File: src/rtl/cordic_sequencer.sv
// Sequences one sin/cos evaluation: normalizer -> CORDIC core -> converter -> output handshake.
// The core is watched by a timeout counter; an expired wait pulses err and abandons the op.
module cordic_sequencer #(
    parameter int WIDTH   = 16,
    parameter int TIMEOUT = 31
) (
    input  logic             clk,
    input  logic             rst,
    input  logic [WIDTH-1:0] ang_in,
    input  logic             ang_valid,
    output logic             ang_ready,
    output logic [WIDTH-1:0] norm_ang_out,
    input  logic [WIDTH-1:0] norm_ang_in,
    input  logic [2:0]       norm_flip_in,
    output logic             cordic_start,
    output logic [WIDTH-1:0] cordic_ang,
    input  logic             cordic_done,
    output logic [2:0]       conv_flip,
    input  logic [WIDTH-1:0] conv_sin_in,
    input  logic [WIDTH-1:0] conv_cos_in,
    output logic [WIDTH-1:0] res_sin,
    output logic [WIDTH-1:0] res_cos,
    output logic [2:0]       res_flip,
    output logic             res_valid,
    input  logic             res_ready,
    output logic             busy,
    output logic             err
);

    // state  | meaning
    // IDLE   | waiting for an angle, ang_ready high
    // NORM   | normalizer output sampled into cordic_ang / conv_flip
    // START  | one-cycle start pulse to the core, timeout counter cleared
    // WAIT   | waiting for cordic_done or timeout
    // OUT    | result presented until res_ready
    typedef enum logic [2:0] {
        S_IDLE  = 3'd0,
        S_NORM  = 3'd1,
        S_START = 3'd2,
        S_WAIT  = 3'd3,
        S_OUT   = 3'd4
    } state_t;

    localparam int CW = $clog2(TIMEOUT + 1);

    state_t           r_state;
    state_t           w_next;
    logic [CW-1:0]    r_cnt;
    logic             w_timeout;
    logic [WIDTH-1:0] r_norm_ang;
    logic [WIDTH-1:0] r_cordic_ang;
    logic [2:0]       r_conv_flip;
    logic [WIDTH-1:0] r_res_sin;
    logic [WIDTH-1:0] r_res_cos;
    logic [2:0]       r_res_flip;
    logic             r_err;

    always_comb begin
        w_next    = r_state;
        w_timeout = 1'b0;
        case (r_state)
            S_IDLE:  if (ang_valid) w_next = S_NORM;
            S_NORM:  w_next = S_START;
            S_START: w_next = S_WAIT;
            S_WAIT: begin
                // done takes priority over a timeout landing in the same cycle
                if (cordic_done) begin
                    w_next = S_OUT;
                end else if (r_cnt == CW'(TIMEOUT - 1)) begin
                    w_timeout = 1'b1;
                    w_next    = S_IDLE;
                end
            end
            S_OUT:   if (res_ready) w_next = S_IDLE;
            default: w_next = S_IDLE;
        endcase
    end

    always_ff @(posedge clk) begin
        if (!rst) begin
            r_state      <= S_IDLE;
            r_cnt        <= '0;
            r_norm_ang   <= '0;
            r_cordic_ang <= '0;
            r_conv_flip  <= '0;
            r_res_sin    <= '0;
            r_res_cos    <= '0;
            r_res_flip   <= '0;
            r_err        <= 1'b0;
        end else begin
            r_state <= w_next;
            r_err   <= w_timeout;
            case (r_state)
                S_IDLE: if (ang_valid) r_norm_ang <= ang_in;
                S_NORM: begin
                    r_cordic_ang <= norm_ang_in;
                    r_conv_flip  <= norm_flip_in;
                end
                S_START: r_cnt <= '0;
                S_WAIT: begin
                    if (cordic_done) begin
                        r_res_sin  <= conv_sin_in;
                        r_res_cos  <= conv_cos_in;
                        r_res_flip <= r_conv_flip;
                    end else begin
                        r_cnt <= r_cnt + CW'(1);
                    end
                end
                default: ;
            endcase
        end
    end

    assign ang_ready    = rst && (r_state == S_IDLE);
    assign cordic_start = (r_state == S_START);
    assign res_valid    = (r_state == S_OUT);
    assign busy         = (r_state != S_IDLE);
    assign err          = r_err;
    assign norm_ang_out = r_norm_ang;
    assign cordic_ang   = r_cordic_ang;
    assign conv_flip    = r_conv_flip;
    assign res_sin      = r_res_sin;
    assign res_cos      = r_res_cos;
    assign res_flip     = r_res_flip;

endmodule
File: config.mk
export PLATFORM = sky130hd
export DESIGN_NAME = cordic_sequencer
export DESIGN_NICKNAME = d
export VERILOG_FILES = /design/src/rtl/cordic_sequencer.sv
export SDC_FILE = /design/constraint.sdc
export NUM_CORES = 1
export LEC_CHECK = 0
export BUFFER_PORTS_ARGS = -buffer_cell sky130_fd_sc_hd__buf_2
export CAP_MARGIN = 40
export CELL_PAD_IN_SITES_DETAIL_PLACEMENT = 1
export CELL_PAD_IN_SITES_GLOBAL_PLACEMENT = 2
export CORE_AREA = 2 2 110 112
export CTS_CLUSTER_SIZE = 10
export DETAILED_ROUTE_END_ITERATION = 7
export DIE_AREA = 0 0 112 114
export HOLD_SLACK_MARGIN = 0.08
export PLACE_DENSITY_LB_ADDON = 0.2
export SLEW_MARGIN = 20
export SYNTH_ARGS = -nofsm -noshare
export SYNTH_HDL_FRONTEND = slang
export SYNTH_SLANG_ARGS = --single-unit
File: constraint.sdc
create_clock -name clk -period 2.45 [get_ports clk]
set_clock_uncertainty 0.15 [all_clocks]
set_input_delay 0.3675 -clock clk [delete_from_list [all_inputs] [get_ports clk]]
set_output_delay 0.3675 -clock clk [all_outputs]
set_load 0.02 [all_outputs]
==> results.yml <==
drt:
  route.detailed.drc: 0
  wl_um: 8440
  vias: 2826
  wl_per_cell_um: 13.3
  ant_nets: 0
  post_drt_via_cell_ratio: 4.46
  dr.pass1.iters: 4
  drtIter0Drc: 113
synthesis:
  synth.avg_cell_area_um2: 8.55
  ys_ff_latch: 79
  syn-cell-area_um2: 2960
  synth_fp_nets: 420
  synth_top_area_share_pct: 53.4
  yosys_warnings: 0
  synth_top_cell_by_area: "dfxtp_1"
  syn_inst: 346
  yosysSeqAreaShare_pct: 53.4
  synth.area.top_cells: "dfxtp_1 (53%), nand2_1 (11%), a21oi_1 (7.1%)"
  synthDistinctLibCells: 30
min_path:
  holdCritPathClass: "in -> reg"
  hold_start: "ang_in[4]"
  hold_depth: 3
  hold_end: "norm_ang_out[4]"
global_route:
  gr-total-overflow: 0
  grt_pass1_vias: 2832
  grtUsageTotal_pct: 13.6
  grt_antenna_before_repair: 0
  grt_max_degree: 61
  grt_pass1_wl_um: 13900
clock_network:
  h-tree-depth: 3
  ctsHoldBuffers: 0
  clkTransAtPathRegs_ns: 0.06
  clock-sinks: 79
  postCtsSetupBuffers: 0
  cts_buffers: 9
  clockBufferDepth: 2
  cts_tree: "built"
  clock_latency_ns: 0.34
  ctsResizeCount: 0
  cts_root_buf: "clkbuf_16"
pwr:
  power_density_nw_per_um2: 767
  vdd_drop_max_v: 0.000245
  power_leakage_nw: 1.82
placement:
  dpl.hpwl_um: 5930
  place_congestion: 0.674
  numPortBuffers: 146
critical_path:
  criticalPathCategory: "reg -> out"
  crit_chain: "or3_1 -> nor2_1 -> buf_2"
  crit_fanout: 16
  critical-path-top-delay-family: "simple AND/OR/NAND/NOR gates"
  crit_path_max_incr_delay_ns: 0.47
  crit_required_ns: 1.93
  endpoint_kind: "primary output"
  rrSetupSlack_ns: 0.67
  reg2reg_from: "r_state[0]"
  crit_slowest_cell: "dfxtp_1"
  cp.buffers_inverters: 1
  r2r_cells: 4
  worstSetupStartpointType: "flip-flop"
  critical_path.reg2reg.endpoint: "res_cos[0]"
  cp.arrival_ns: 1.54
timing:
  post-route-period-util_pct: 84.0
  hold_viol_final: 0
  max_freq_mhz: 486
  min_period_ns: 2.06
  drv_slew: 0
  grt_setup_unrepaired: "no"
  fin_tns_setup_ns: 0
  relSlewSlack_pct: 57.5
  worst_pin_slew_ns: 0.638
  worst_hold_slack_ns: 0.101
  setup_viol: 0
die:
  initial_core_util_pct: 25.3
  core-area_um2: 11700
  ios: 147
  die_w_um: 112
  die_h_um: 114
  dieArea_um2: 12800
  rows: 40
layout:
  antenna_cells: 0
  num-nets-final: 556
  layout-drive-gt1-share_pct: 35.3
  syn2layout_area_growth_pct: 39.4
run:
  maxCapViolCount: 0
outcome:
  status: "finished clean"
kinds of logic after synthesis:
group	synth area share [%]
flops	53.4
mux	6.77
buf+inv	4.82
compound gates	11.6
simple gates	22.5
fa+ha+maj	0.846
routing by layer:
layer	track usage [%]	share of wire [%]
met5	0	0
met4	5.61	1.7
met3	5.21	8.0
met2	21.3	45
met1	16.8	45
how the worst max path moves through the flow:
stage	end	cells past startpoint	from	slack, ns
after global placement	r_state[1]	5	rst	0.63
after global routing	ang_ready	3	r_state[0]	0.27
after detailed placement	r_state[1]	5	rst	0.60
after CTS	ang_ready	3	r_state[0]	0.32
final	ang_ready	3	r_state[0]	0.39
after floorplan	ang_ready	3	r_state[0]	0.63
cells in the final DEF, fill, tap and decap left out, types with 2 or more instances in the layout:
| cell type | Yosys | layout |
|---|---|---|
| buf_2 | 6 | 146 |
| nand2_1 | 88 | 88 |
| dfxtp_1 | 79 | 79 |
| a21oi_1 | 42 | 42 |
| nor2_1 | 23 | 23 |
| nand3_1 | 21 | 21 |
| mux2i_1 | 20 | 20 |
| o21ai_0 | 19 | 19 |
| clkbuf_16 | 0 | 9 |
| buf_4 | 2 | 6 |
| o31ai_1 | 3 | 3 |
| or4_1 | 3 | 3 |
| inv_1 | 2 | 2 |
| nor3b_1 | 3 | 2 |
| ha_1 | 2 | 2 |
| bufinv_16 | 0 | 2 |
| clkinvlp_4 | 0 | 2 |
| clkbuf_8 | 0 | 2 |
registers in the layout, summed over array words and instances (netlist names):
signal,cells
conv_flip,3
cordic_ang,16
err,1
norm_ang_out,16
r_cnt,5
r_state,3
res_cos,16
res_flip,3
res_sin,16
worst reg2reg max path, stage by stage (launching register included):
cell	delay [ns]
dfxtp_1	0.65
and4b_1	0.27
buf_4	0.36
nand2_1	0.11
a21oi_1	0.16
cell usage after synthesis (all sizes together):
master / number
buf: 10
clkbuf: 17
o21ai: 19
or3: 1
nor3b: 3
nor4b: 1
and2: 2
a31oi: 1
o31ai: 3
ha: 2
nor3: 1
or4: 3
nand2: 88
a21oi: 42
o31a: 1
nand3b: 1
nor2: 23
nand2b: 2
mux2i: 20
clkinv: 1
inv: 2
and4b: 1
dfxtp: 79
nand3: 21
nand4: 1
nand4b: 1
stage by stage:
stage	util [%]	instances	worst slack [ns]	instance area [um^2]	power, W
6_report	35.2	634	0.391	4130	0.00316
5_1_grt	35.2	634	0.274	4130	0.00331
4_1_cts	35.2	634	0.322	4130	0.00322
3_5_place_dp	32.4	618	0.603	3790	0.00173
3_3_place_gp	32.4	618	0.629	3790	0.00172
2_1_floorplan	-	346	0.626	2960	0.00159
power by group:
part	switching (W)	total [W]	leakage [nW]	internal (W)
Clock	0.000528	0.00147	0.158	0.000946
Sequential	0.0000329	0.00137	0.641	0.00133
Combinational	0.000195	0.000326	1.02	0.000131
final cells by class:
| type | count | area (um^2) |
|---|---|---|
| Clock buffer | 11 | 253 |
| Clock inverter | 5 | 80.1 |
| Fill cell | 1458 | 7590 |
| Inverter | 3 | 11.3 |
| Multi-Input combinational cell | 237 | 1240 |
| Sequential cell | 79 | 1580 |
| Tap cell | 147 | 184 |
| Timing Repair Buffer | 152 | 776 |
Power figures use the tool's default switching activity.
